$ cat src/rtl/serial_adder_if.sv
`default_nettype none
// ============================================================================
// serial_adder_if : operand/result bundle for serial_adder.   Rev 1.0
// ============================================================================
interface serial_adder_if #(
  parameter int WIDTH = 8
);
  logic             start;
  logic [WIDTH-1:0] a;
  logic [WIDTH-1:0] b;
  logic             cin;
  logic [WIDTH-1:0] sum;
  logic             cout;
  logic             busy;
  logic             done;

  modport master (
    output start, a, b, cin,
    input  sum, cout, busy, done
  );

  modport slave (
    input  start, a, b, cin,
    output sum, cout, busy, done
  );
endinterface
`default_nettype wire

$ cat src/rtl/serial_adder.sv
`default_nettype none
// ============================================================================
// serial_adder : bit-serial LSB-first adder, one full-adder cell.   Rev 1.0
// ============================================================================
module serial_adder #(
  parameter int WIDTH = 8
) (
  input  wire logic     clk,
  input  wire logic     rst,
  serial_adder_if.slave bus
);

  localparam int CW = (WIDTH > 2) ? $clog2(WIDTH) : 1;

  typedef enum logic [1:0] {
    IDLE  = 2'd0,
    SHIFT = 2'd1,
    DONE  = 2'd2
  } state_t;

  state_t           state;
  state_t           state_next;
  logic [WIDTH-1:0] a_sr;
  logic [WIDTH-1:0] b_sr;
  logic [WIDTH-1:0] sum_r;
  logic             cout_r;
  logic             carry;
  logic [CW-1:0]    cnt;
  logic             fa_s;
  logic             fa_c;
  logic             last_bit;

  always_comb begin
    fa_s     = a_sr[0] ^ b_sr[0] ^ carry;
    fa_c     = (a_sr[0] & b_sr[0]) | (a_sr[0] & carry) | (b_sr[0] & carry);
    last_bit = (cnt == CW'(WIDTH - 1));
  end

  always_ff @(posedge clk) begin
    if (rst) state <= IDLE;
    else     state <= state_next;
  end

  always_comb begin
    state_next = state;
    case (state)
      IDLE:    if (bus.start) state_next = SHIFT;
      SHIFT:   if (last_bit)  state_next = DONE;
      DONE:    state_next = IDLE;
      default: state_next = IDLE;
    endcase
  end

  // Sum fills from the MSB end so the LSB lands in bit 0 after WIDTH shifts.
  always_ff @(posedge clk) begin
    if (rst) begin
      a_sr   <= '0;
      b_sr   <= '0;
      sum_r  <= '0;
      cout_r <= 1'b0;
      carry  <= 1'b0;
      cnt    <= '0;
    end else begin
      case (state)
        IDLE: begin
          if (bus.start) begin
            a_sr   <= bus.a;
            b_sr   <= bus.b;
            carry  <= bus.cin;
            cnt    <= '0;
            sum_r  <= '0;
            cout_r <= 1'b0;
          end
        end
        SHIFT: begin
          sum_r <= {fa_s, sum_r[WIDTH-1:1]};
          a_sr  <= a_sr >> 1;
          b_sr  <= b_sr >> 1;
          carry <= fa_c;
          cnt   <= cnt + 1'b1;
          if (last_bit) cout_r <= fa_c;
        end
        default: ;
      endcase
    end
  end

  assign bus.sum  = sum_r;
  assign bus.cout = cout_r;
  assign bus.busy = (state == SHIFT);
  assign bus.done = (state == DONE);

endmodule
`default_nettype wire

$ cat src/flat_wrapper.sv
// flat-port wrapper written by rule: the top's interface ports become plain ports
module serial_adder_flat 
#(
  parameter int WIDTH = 8
)
  (clk, rst, bus_start, bus_a, bus_b, bus_cin, bus_sum, bus_cout, bus_busy, bus_done);
  serial_adder_if #(.WIDTH(WIDTH)) bus_i ();
  input  wire logic clk;
  input  wire logic rst;
  input wire logic [$bits(bus_i.start)-1:0] bus_start;
  input wire logic [$bits(bus_i.a)-1:0] bus_a;
  input wire logic [$bits(bus_i.b)-1:0] bus_b;
  input wire logic [$bits(bus_i.cin)-1:0] bus_cin;
  output wire logic [$bits(bus_i.sum)-1:0] bus_sum;
  output wire logic [$bits(bus_i.cout)-1:0] bus_cout;
  output wire logic [$bits(bus_i.busy)-1:0] bus_busy;
  output wire logic [$bits(bus_i.done)-1:0] bus_done;
  assign bus_i.start = bus_start;
  assign bus_i.a = bus_a;
  assign bus_i.b = bus_b;
  assign bus_i.cin = bus_cin;
  assign bus_sum = bus_i.sum;
  assign bus_cout = bus_i.cout;
  assign bus_busy = bus_i.busy;
  assign bus_done = bus_i.done;
  serial_adder #(.WIDTH(WIDTH)) u_core (.clk(clk), .rst(rst), .bus(bus_i));
endmodule
$ cat config.mk
export PLATFORM = sky130hd
export DESIGN_NAME = serial_adder_flat
export DESIGN_NICKNAME = d
export VERILOG_FILES = /design/src/rtl/serial_adder_if.sv /design/src/rtl/serial_adder.sv /design/src/flat_wrapper.sv
export SDC_FILE = /design/constraint.sdc
export NUM_CORES = 1
export LEC_CHECK = 0
export ABC_AREA = 1
export BUFFER_PORTS_ARGS = -buffer_cell sky130_fd_sc_hd__buf_4
export CORE_AREA = 4 4 55 57
export CTS_CLUSTER_SIZE = 20
export DETAILED_ROUTE_END_ITERATION = 8
export DIE_AREA = 0 0 59 61
export GPL_ROUTABILITY_DRIVEN = 0
export PLACE_DENSITY_LB_ADDON = 0.3
export SLEW_MARGIN = 30
export SYNTH_ARGS = -nofsm -noshare
export SYNTH_HDL_FRONTEND = slang
export SYNTH_SLANG_ARGS = --single-unit
$ cat constraint.sdc
create_clock -name clk -period 2.6 [get_ports clk]
set_input_delay 0.39 -clock clk [delete_from_list [all_inputs] [get_ports clk]]
set_output_delay 0.39 -clock clk [all_outputs]
set_load 0.02 [all_outputs]
==> results.txt, run 1 <==
- TritonCTS Buffers: 5
* Static leakage: 0.7747 nW
- Relative to the synthesized area, the layout overhead comes to 18.69%.
- Critical-path maximum fanout: 11
- Gate Count Post-Synth: around 190
* Initial Util: 56.21%
- Power density of the placed cells: 604.2 mW/mm^2
- For this run, the number of Yosys warnings is 0.
- Max-cap violations: 0
* Row count: 18
- Final clock period utilization by the worst path: 69.85%
- The share of the Yosys chip area taken by registers is 44.56%.
* Final max-slew violation count: 0
- Post-DP HPWL: 1.954 mm
- Final ANT Viol Nets: 0
- The longest clock path from root to sink contains 2 buffers.
- The number of antenna violations at the first check in global routing was 0.
- In the routed layout, each cell is associated on average with a via count of 4.972.
* Clock latency of the later-clocked register in the worst-skew pair: 0.32 ns
- The first global-routing pass estimated 4.616 mm of wire.
* Number of antenna repair diodes: 0
- Crit path required time: 2.21 ns
* Timing-limited maximum frequency: 550.7 MHz
- Counting every sink on the clock net gives 31.
- The number of placed instances, taps included, is 246.
- Wire per inst: 11.41 um
- The via count of the first global-routing pass is ~1.1k.
* Number of DRC violations after detailed-routing iteration 0: 60
- Run status: finished, final reports clean
- Nets@finish: 246
- At the pin with the least slew margin, the transition time is 0.6686 ns.
- Width of the die: 59 um
* Startpoint Class: flop
- The tree is rooted in a sky130_fd_sc_hd__clkbuf_4.
* Count of state elements after synthesis: 31
- Area of the core: 0.002477 mm^2
- Data arrival time of the worst path: 1.43 ns
- Post_cts resized: 0
- The worst path needs 1.816 ns of the cycle, external delays included.
- The top cell types in the final layout, fill and taps aside, are sky130_fd_sc_hd__nand2_1 (68), sky130_fd_sc_hd__nor2_1 (34), sky130_fd_sc_hd__buf_4 (31), sky130_fd_sc_hd__dfxtp_1 (31).
* Maximum number of pins on one net before global-route repair: 28
* Hold Crit Class: input port to flop
- STA classifies the critical path endpoint as an output port.
- For this run, the detailed router's first-pass iteration total came to 4.
- Total congestion overflow after global routing: 0
* Top-level port count: 31
- In the routed design, unresolved DRC markers number 0.
* Worst vdd rail ir drop: 0.4093 mV
* Total number of H-tree levels: 2
- Syn avg cell area: 7.178 um^2
- The floorplan step defined a die boundary enclosing around 0.0036 mm^2.
- Wirelength, routed: 2.897 mm
* Smallest hold slack: 0.3150 ns
- Cells fill 66.72% of the core in the end.
* Total setup violations reported at the end of the flow: 0
* Total nets after synthesis: 217
- Fraction of final layout cells sized beyond drive strength 1: 20.09%
* Mapped cell area: 0.001393 mm^2
- The library cell used most frequently in the layout, excluding fill and tap cells, is sky130_fd_sc_hd__nand2_1.
- Once layout is complete, the cells apart from fillers number 254.
* Setup Fix Bufs, Post-CTS: 0
* Y dimension of the die: 61 um
* Hold_buf cts: 0
* Clock slew seen by the registers of the worst setup and hold paths: around 0.090 ns
- Setup_tns: 0 ns
* TritonCTS clock tree: built
- Setup Crit Path Kind: flop to output port
- The number of hold violations in the final report came to 0.
* Pwr Total: 998.6 uW
- Setup repair after global routing missed its margin: false
* Number of vias after detailed routing: 1,263
* Overall global routing resource usage: 16.82%
- For the final database, setup skew stands at 0.001327 ns.
* Quantity of I/O buffers inserted on ports: 30
* Max-slew headroom: 55.26%
* Number of unique standard cell types used by synthesis: 19
[critical path: stages (launching register included)]
cell,delay [ns]
sky130_fd_sc_hd__dfxtp_1,0.55
sky130_fd_sc_hd__inv_2,0.08
sky130_fd_sc_hd__nor2_4,0.26
sky130_fd_sc_hd__buf_4,0.21
[synth_stat cells]
master                      n  area [um^2]
sky130_fd_sc_hd__nand2_1   68        255.2
sky130_fd_sc_hd__nor2_1    34        127.6
sky130_fd_sc_hd__dfxtp_1   31        620.6
sky130_fd_sc_hd__a21oi_1   14        70.07
sky130_fd_sc_hd__o21ai_0   14        70.07
sky130_fd_sc_hd__inv_1      7        26.28
sky130_fd_sc_hd__buf_6      5        56.30
sky130_fd_sc_hd__nand3_1    4        20.02
sky130_fd_sc_hd__o21ai_1    3        15.01
sky130_fd_sc_hd__buf_4      2        15.01
sky130_fd_sc_hd__ha_1       2        25.02
sky130_fd_sc_hd__inv_2      2        7.510
sky130_fd_sc_hd__nand2_4    2        22.52
sky130_fd_sc_hd__buf_1      1        3.750
sky130_fd_sc_hd__clkbuf_1   1        3.750
sky130_fd_sc_hd__fa_1       1        20.02
sky130_fd_sc_hd__nand2_2    1        6.260
sky130_fd_sc_hd__nor2_4     1        11.26
sky130_fd_sc_hd__o21ai_4    1        16.27
[metal layers]
| metal | GRT usage (%) | vias to the layer above | share of wire (%) |
|---|---|---|---|
| li1 | - | 662 | - |
| met1 | 20.29 | 565 | 44 |
| met2 | 28.86 | 30 | 50 |
| met3 | 3.830 | 6 | 4.6 |
| met4 | 7.120 | 0 | 1.4 |
| met5 | 0 | - | 0 |
[flip-flops by register name (all words and copies together) (netlist names)]
name / cells
u_core.a_sr: 8
u_core.bus.cout: 1
u_core.bus.sum: 8
u_core.state: 2
u_core.cnt: 3
u_core.b_sr: 8
u_core.carry: 1
[power by group]
group	switching, mW	total, mW	internal (mW)
logic	0.0914	0.155	0.0638
clock network	0.161	0.320	0.159
registers	0.0186	0.523	0.505
[stage by stage]
step | cell area, um^2 | setup WS, ns
6_report | 1653 | 0.7840
5_1_grt | 1653 | 0.6994
4_1_cts | 1653 | 0.7878
3_5_place_dp | 1584 | 1.130
3_3_place_gp | 1584 | 1.208
2_1_floorplan | 1393 | 1.415
[area by class of cell]
type / count / area (um^2)
Fill cell: 217 / 824.5
Multi-Input combinational cell: 145 / 659.4
Sequential cell: 31 / 620.6
Timing Repair Buffer: 31 / 232.7
Clock buffer: 8 / 68.82
Tap cell: 30 / 37.54
Inverter: 9 / 33.78
[path summary, 6_finish.rpt]
check / start / cells past startpoint / end / slack, ns
min reg2reg: u_core.a_sr[7] / 2 / u_core.a_sr[7] / 0.47
max: u_core.state[0] / 3 / bus_busy / 0.78
max reg2reg: u_core.state[0] / 7 / u_core.b_sr[5] / 1.10
min: bus_b[7] / 3 / u_core.b_sr[7] / 0.31
[cells by family after synthesis]
group / synth area share, %
adders and majority gates: 3.234
and+or+nand+nor: 31.81
buffers and inverters: 8.086
DFF: 44.56
AOI/OAI and AO/OA: 12.31
Power figures use the tool's default switching activity.
==> inputs of run 2 (changes only) <==
--- a/config.mk
+++ b/config.mk
@@ -7,10 +7,10 @@
 export LEC_CHECK = 0
 export ABC_AREA = 1
 export BUFFER_PORTS_ARGS = -buffer_cell sky130_fd_sc_hd__buf_4
-export CORE_AREA = 4 4 55 57
+export CORE_AREA = 4 4 60 62
 export CTS_CLUSTER_SIZE = 20
 export DETAILED_ROUTE_END_ITERATION = 8
-export DIE_AREA = 0 0 59 61
+export DIE_AREA = 0 0 64 66
 export GPL_ROUTABILITY_DRIVEN = 0
 export PLACE_DENSITY_LB_ADDON = 0.3
 export SLEW_MARGIN = 30
==> constraint.sdc (replaced) <==
create_clock -name clk -period 1.56 [get_ports clk]
set_input_delay 0.234 -clock clk [delete_from_list [all_inputs] [get_ports clk]]
set_output_delay 0.234 -clock clk [all_outputs]
set_load 0.02 [all_outputs]
==> results.txt, run 2 (synthesis gave the netlist of run 1 again) <==
- Run status: finished, final reports clean (unchanged).
- The maximum cell stage delay along the critical path came to 0.45 ns (was 0.55 ns).
- The count of buffers from port buffering was 30 (unchanged).
* Setup repair after global routing missed its margin: false (unchanged)
* Reg-to-reg critical path startpoint: u_core.carry (was u_core.state[0])
- The H-tree depth came to 2 (unchanged).
- The chip width was 64 um (was 59 um).
* Data arrival time of the worst path: 1.14 ns (was 1.43 ns)
- The hold buffer count at cts was 0 (unchanged).
* Number of cells on the worst hold path: 2 (was 3)
* Shortest clock period the worst path allows after layout: roughly 1.4 ns
- The number of design rule violations left after detail routing is 0 (unchanged).
- Filler cell count in the final layout: 287 (was 217)
- Cell type of the slowest stage on the worst timing path: sky130_fd_sc_hd__dfxtp_2 (was sky130_fd_sc_hd__dfxtp_1)
* Critical-path maximum fanout: 7 (was 11)
* Post-DR vias/cell: 4.550 (was 4.972)
- Number of antenna repair diodes: 0 (unchanged)
* Final max-slew violation count: 0 (unchanged)
- Nets@finish: 249 (was 246)
* Wire per inst: 10.10 um (was 11.41 um)
- CP Cell Sequence: inv_2 > nor2_4 > buf_4 (unchanged)
* Antenna violations before repair: 0 (unchanged)
- Setup_tns: 0 ns (unchanged)
- Initial Util: 45.99% (was 56.21%)
* Total setup violations reported at the end of the flow: 0 (unchanged)
* Crit path required time: 1.33 ns (was 2.21 ns)
- Global-route wire length before repair: 4.698 mm (was 4.616 mm)
- Fraction of final layout cells sized beyond drive strength 1: 21.59% (was 20.09%)
- Overall global routing resource usage: 14.28% (was 16.82%)
* Static leakage: 0.7968 nW (was 0.7747 nW)
- Clock tree buffer depth: 2 (unchanged)
- The pre-CTS worst setup slack came to 0.2812 ns (was 1.130 ns).
- Maximum number of pins on one net before global-route repair: 28 (unchanged)
* Max-cap violations: 0 (unchanged)
* Post-placement cell area: 0.001634 mm^2 (was 0.001584 mm^2)
- Worst min-delay path startpoint: rst (was bus_b[7])
* Timing-limited maximum frequency: 725.4 MHz
* TritonCTS Buffers: 5 (unchanged)
* Number of vias after detailed routing: 1,233 (was 1,263)
* TritonCTS clock tree: built (unchanged)
- Number of DRC violations after detailed-routing iteration 0: 29 (was 60)
* Final worst slack: 0.1815 ns (was 0.7840 ns)
* Y dimension of the die: 66 um (was 61 um)
- The floorplan row count was 20 (was 18).
* Area used by sequential logic in the layout: 621.8 um^2 (was 620.6 um^2)
- The post-route cell area came to 0.001719 mm^2 (was 0.001653 mm^2).
- The floorplan die area came to 0.004224 mm^2 (was 0.003599 mm^2).
- Startpoint Class: flop (unchanged)
* Area of the core: 0.003028 mm^2 (was 0.002477 mm^2)
- The total power per unit cell area was 978.8 mW/mm^2 (was 604.2 mW/mm^2).
- Setup Crit Path Kind: flop to output port (unchanged)
* Max-slew headroom: 67.69% (was 55.26%)
- TritonRoute pass-1 iters: 4 (unchanged)
* Hold Crit Class: input port to flop (unchanged)
- Register-to-Register Path Depth: 7 (unchanged)
- Top-level port count: 31 (unchanged)
- Number of global-route vias before repair: 1,085 (was 1,108)
- The routed wire length is 2.738 mm (was 2.897 mm).
- Final ANT Viol Nets: 0 (unchanged)
- The total grt overflow was 0 (unchanged).
- Clk sink count: 31 (unchanged)
- The clock latency reported for the late side of the worst-skew pair came to 0.33 ns (was 0.32 ns).
- Most common cell after layout, fill and taps aside: sky130_fd_sc_hd__nand2_1 (unchanged)
- The slew at the pin closest to its max-slew limit is 0.4841 ns (was 0.6686 ns).
- The kind of capture point of the worst setup path was an output port (unchanged).
* CP Launch Point: u_core.state[0] (unchanged)
- The CTS root buffer is sky130_fd_sc_hd__clkbuf_4 (unchanged).
- The worst path uses 88.37% of the clock period.
- The maximum ir drop on the vdd rail was 0.4009 mV (was 0.4093 mV).
- Post-synthesis to final-layout area growth: 23.45% (was 18.69%)
* Top library cells by usage in the layout, fill and taps aside: sky130_fd_sc_hd__nand2_1 (68), sky130_fd_sc_hd__nor2_1 (34), sky130_fd_sc_hd__buf_4 (32) (was sky130_fd_sc_hd__nand2_1 (68), sky130_fd_sc_hd__nor2_1 (34), sky130_fd_sc_hd__buf_4 (31), sky130_fd_sc_hd__dfxtp_1 (31))
* Area of combinational cells with multiple inputs: 659.4 um^2 (unchanged)
- Post-DP HPWL: 1.824 mm (was 1.954 mm)
- The number of hold violations in the final report is 0 (unchanged).
* Clock slew seen by the registers of the worst setup and hold paths: 0.10 ns (was 0.09 ns)
* Final worst clock skew: 0.01163 ns (was 0.001327 ns)
[run 2: what timing repair did]
action | in CTS | in global routing
resized for setup | 1 | 0
pin swaps | 0 | 1
buffers inserted | 0 | 2
gates cloned | 0 | 0
setup endpoints to repair | 1 | 1
hold endpoints to repair | 0 | 0
[run 2: stage by stage]
stage | utilization [%] | power (mW) | hold slack [ns] | std cells
after floorplan | - | 1.079 | 0.3031 | 194
after global placement | 53.97 | 1.159 | 0.4521 | 261
after detailed placement | 53.97 | 1.161 | 0.4561 | 261
after CTS | 56.28 | 1.700 | 0.1386 | 269
after global routing | 56.78 | 1.789 | 0.1416 | 271
final | 56.78 | 1.683 | 0.1521 | 271
[run 2: worst max-delay path, delay by kind of cell (launching register included)]
family,cells,cell delay [ns]
DFF,1,0.45
buffers and inverters,2,0.23
and+or+nand+nor,1,0.14
[run 2: power breakdown]
group,internal (mW),total [mW],switching [mW]
registers,0.842,0.871,0.0297
clock network,0.265,0.534,0.269
logic,0.125,0.277,0.152
total,1.23,1.68,0.450
[run 2: cell type report]
cell class / count / area share [%]
multi-input cells: 145 / 38.36
flip-flops and latches: 31 / 36.17
inverters: 9 / 1.965
repair buffers: 34 / 16.30
clock buffers: 8 / 4.003
well taps: 44 / 3.202
[run 2: per-layer routing]
metal  global-route usage (%)  vias up  wire [um]
met5                        0        -          0
met1                    17.79      531       1350
li1                         -      666          -
met3                    4.932        9        147
met4                    8.356        0         81
met2                    21.16       27       1158
[run 2: final timing paths]
check | endpoint | slack, ns
max reg2reg | u_core.bus.cout | 0.31
max | bus_busy | 0.18
min reg2reg | u_core.b_sr[7] | 0.47
min | u_core.state[0] | 0.15
==> inputs of run 3 (changes only) <==
--- a/config.mk
+++ b/config.mk
@@ -7,10 +7,10 @@
 export LEC_CHECK = 0
 export ABC_AREA = 1
 export BUFFER_PORTS_ARGS = -buffer_cell sky130_fd_sc_hd__buf_4
-export CORE_AREA = 4 4 60 62
+export CORE_AREA = 4 4 55 57
 export CTS_CLUSTER_SIZE = 20
 export DETAILED_ROUTE_END_ITERATION = 8
-export DIE_AREA = 0 0 64 66
+export DIE_AREA = 0 0 59 61
 export GPL_ROUTABILITY_DRIVEN = 0
 export PLACE_DENSITY_LB_ADDON = 0.3
 export SLEW_MARGIN = 30
==> constraint.sdc (replaced) <==
create_clock -name clk -period 1.8 [get_ports clk]
set_input_delay 0.27 -clock clk [delete_from_list [all_inputs] [get_ports clk]]
set_output_delay 0.27 -clock clk [all_outputs]
set_load 0.02 [all_outputs]
==> results.txt, run 3 (synthesis gave the netlist of run 1 again) <==
- The endpoint of the worst-slack reg-to-reg timing path is u_core.b_sr[3] (was u_core.bus.cout).
* Setup Fix Bufs, Post-CTS: 0 (unchanged)
- Max-slew headroom: 66.20% (was 67.69%)
- The number of antenna violations at the first check in global routing was 0 (unchanged).
* Max-cap violations: 0 (unchanged)
- The floorplan row count is 18 (was 20).
- Setup repair after global routing missed its margin: false (unchanged)
* Endpoint, Worst Hold: u_core.bus.sum[4] (was u_core.state[0])
- Global-route wire length before repair: 5.126 mm (was 4.698 mm)
* Total number of H-tree levels: 2 (unchanged)
- The final setup skew was 0.006904 ns (was 0.01163 ns).
- The kind of capture point of the worst setup path was an output port (unchanged).
- Clock slew seen by the registers of the worst setup and hold paths: 0.10 ns (about the same)
- Nets@finish: 247 (was 249)
- Reg-to-reg critical path startpoint: u_core.state[0] (was u_core.carry)
- DRC violations left: 0 (unchanged)
- The routed design could run at a clock period as short as roughly 1.6 ns.
* TritonRoute pass-1 iters: 4 (unchanged)
* Total congestion overflow after global routing: 0 (unchanged)
* Number of cells on the worst hold path: 2 (unchanged)
- The via density per instance was 5.122 (was 4.550).
* Crit path required time: 1.53 ns (was 1.33 ns)
- Top-level port count: 31 (unchanged)
* Quantity of I/O buffers inserted on ports: 30 (unchanged)
- Area of the core: 0.002477 mm^2 (was 0.003028 mm^2)
- The fraction of layout cells with a size suffix above 1 came to 20.89% (was 21.59%).
* Data arrival time of the worst path: 1.34 ns (was 1.14 ns)
- The clock latency reported for the late side of the worst-skew pair is 0.34 ns (was 0.33 ns).
- Filler cell count in the final layout: 237 (was 287)
- The most common cell after layout, fill and taps aside is sky130_fd_sc_hd__nand2_1 (unchanged).
- Wirelength, routed: 2.998 mm (was 2.738 mm)
* Critical-path maximum fanout: 9 (was 7)
- Timing would allow up to 621.5 MHz.
- The worst path uses around nine tenths of the clock period.
- Top library cells by usage in the layout, fill and taps aside: sky130_fd_sc_hd__nand2_1 (68), sky130_fd_sc_hd__nor2_1 (34), sky130_fd_sc_hd__buf_4 (32) (unchanged).
- The antenna diode instance count is 0 (unchanged).
- Maximum number of pins on one net before global-route repair: 28 (unchanged)
- TritonCTS clock tree: built (unchanged)
* Final max-slew violation count: 0 (unchanged)
- Setup Crit Path Kind: flop to output port (unchanged)
- The register-to-register path setup slack was 0.37 ns (was 0.31 ns).
- The initial DRC count was 29 (unchanged).
* Post-placement cell area: 0.001592 mm^2 (was 0.001634 mm^2)
* Wire per inst: 11.76 um (was 10.10 um)
- The number of cells on the worst reg-to-reg path is 7 (unchanged).
- The post-route cell area was 0.001664 mm^2 (was 0.001719 mm^2).
- Overall global routing resource usage: 18.97% (was 14.28%)
- The residual antenna-violating net count after detailed routing was 0 (unchanged).
- The relative area change from synthesis to final layout is 19.50% (was 23.45%).
* Post_cts resized: 0 (was 1)
* Transition time at the pin with the least slew margin: 0.5065 ns (was 0.4841 ns)
* Total setup violations reported at the end of the flow: 0 (unchanged)
- The hold buffer count at cts came to 0 (unchanged).
- Worst min-delay path startpoint: rst (unchanged)
* Y dimension of the die: 61 um (was 66 um)
- The total chip power is 1.467 mW (was 1.683 mW).
* Power density of the placed cells: 881.5 mW/mm^2 (was 978.8 mW/mm^2)
- The class of the most critical hold timing path is input port to flop (unchanged).
- Number of global-route vias before repair: 1,216 (was 1,085)
* Die area: 0.003599 mm^2 (was 0.004224 mm^2)
- Final hold violation count: 0 (unchanged)
* Clock tree buffer depth: 2 (unchanged)
- Static leakage: 0.7786 nW (was 0.7968 nW)
- Post-DP HPWL: 2.033 mm (was 1.824 mm)
- TritonCTS Buffers: 5 (unchanged)
- Width of the die: 59 um (was 64 um)
- The via count of the routed design is 1,306 (was 1,233).
- The number of sinks on the clock net was 31 (unchanged).
- Run status: finished, final reports clean (unchanged)
- The initial core utilization is 56.21% (was 45.99%).
- The maximum ir drop on the vdd rail is 0.7019 mV (was 0.4009 mV).
- The startpoint class of the critical path was a flop (unchanged).
* Root cell of the clock tree: sky130_fd_sc_hd__clkbuf_4 (unchanged)
- Setup_tns: 0 ns (unchanged)
[run 3: cell count changes in the layout (fill, tap and decap cells not counted), sizes merged]
cell,before,now
buf,34,32
clkbuf,8,7
clkinvlp,0,1
[run 3: cell type report]
class | count | area [um^2] | area share, %
multi-input cells | 145 | 659.4 | 39.62
clock inverters | 1 | 7.507 | 0.4511
repair buffers | 32 | 240.2 | 14.44
clock buffers | 7 | 65.06 | 3.910
flip-flops and latches | 31 | 620.6 | 37.29
well taps | 30 | 37.54 | 2.256
inverters | 9 | 33.78 | 2.030
[run 3: metrics by stage]
step	cells	hold slack, ns	setup slack, ns	util, %
final	255	0.1853	0.1910	67.17
after global routing	255	0.1858	0.1071	67.17
after CTS	255	0.1706	0.1781	67.17
after detailed placement	247	0.4603	0.4176	64.24
after global placement	247	0.4442	0.4909	64.24
after floorplan	194	0.3391	0.6607	-
[run 3: worst max-delay path by stage]
| stage | start | slack, ns | cells past startpoint | to |
|---|---|---|---|---|
| after floorplan | u_core.carry | 0.66 | 7 | u_core.bus.cout |
| final | u_core.state[0] | 0.19 | 3 | bus_busy |
| after CTS | u_core.state[0] | 0.18 | 3 | bus_busy |
| after detailed placement | u_core.state[0] | 0.42 | 7 | u_core.b_sr[3] |
| after global routing | u_core.state[0] | 0.11 | 3 | bus_busy |
| after global placement | u_core.state[0] | 0.49 | 7 | u_core.b_sr[5] |
[run 3: routing by layer]
metal / global-route usage, % / vias to the layer above / wire (um)
li1: - / 666 / -
met1: 22.40 / 590 / 1360
met2: 31.07 / 40 / 1381
met3: 5.106 / 10 / 176
met4: 11.00 / 0 / 79
met5: 0 / - / 0
[run 3: critical path, stage by stage (launching register included)]
cell	delay, ns
sky130_fd_sc_hd__dfxtp_1	0.56
sky130_fd_sc_hd__inv_2	0.08
sky130_fd_sc_hd__nor2_4	0.18
sky130_fd_sc_hd__buf_4	0.18
[run 3: where the power goes]
part	internal, mW	total (mW)	switching (mW)	leakage, nW
registers	0.729	0.756	0.0266	0.255
clock network	0.228	0.483	0.255	0.0375
logic	0.0948	0.228	0.133	0.486
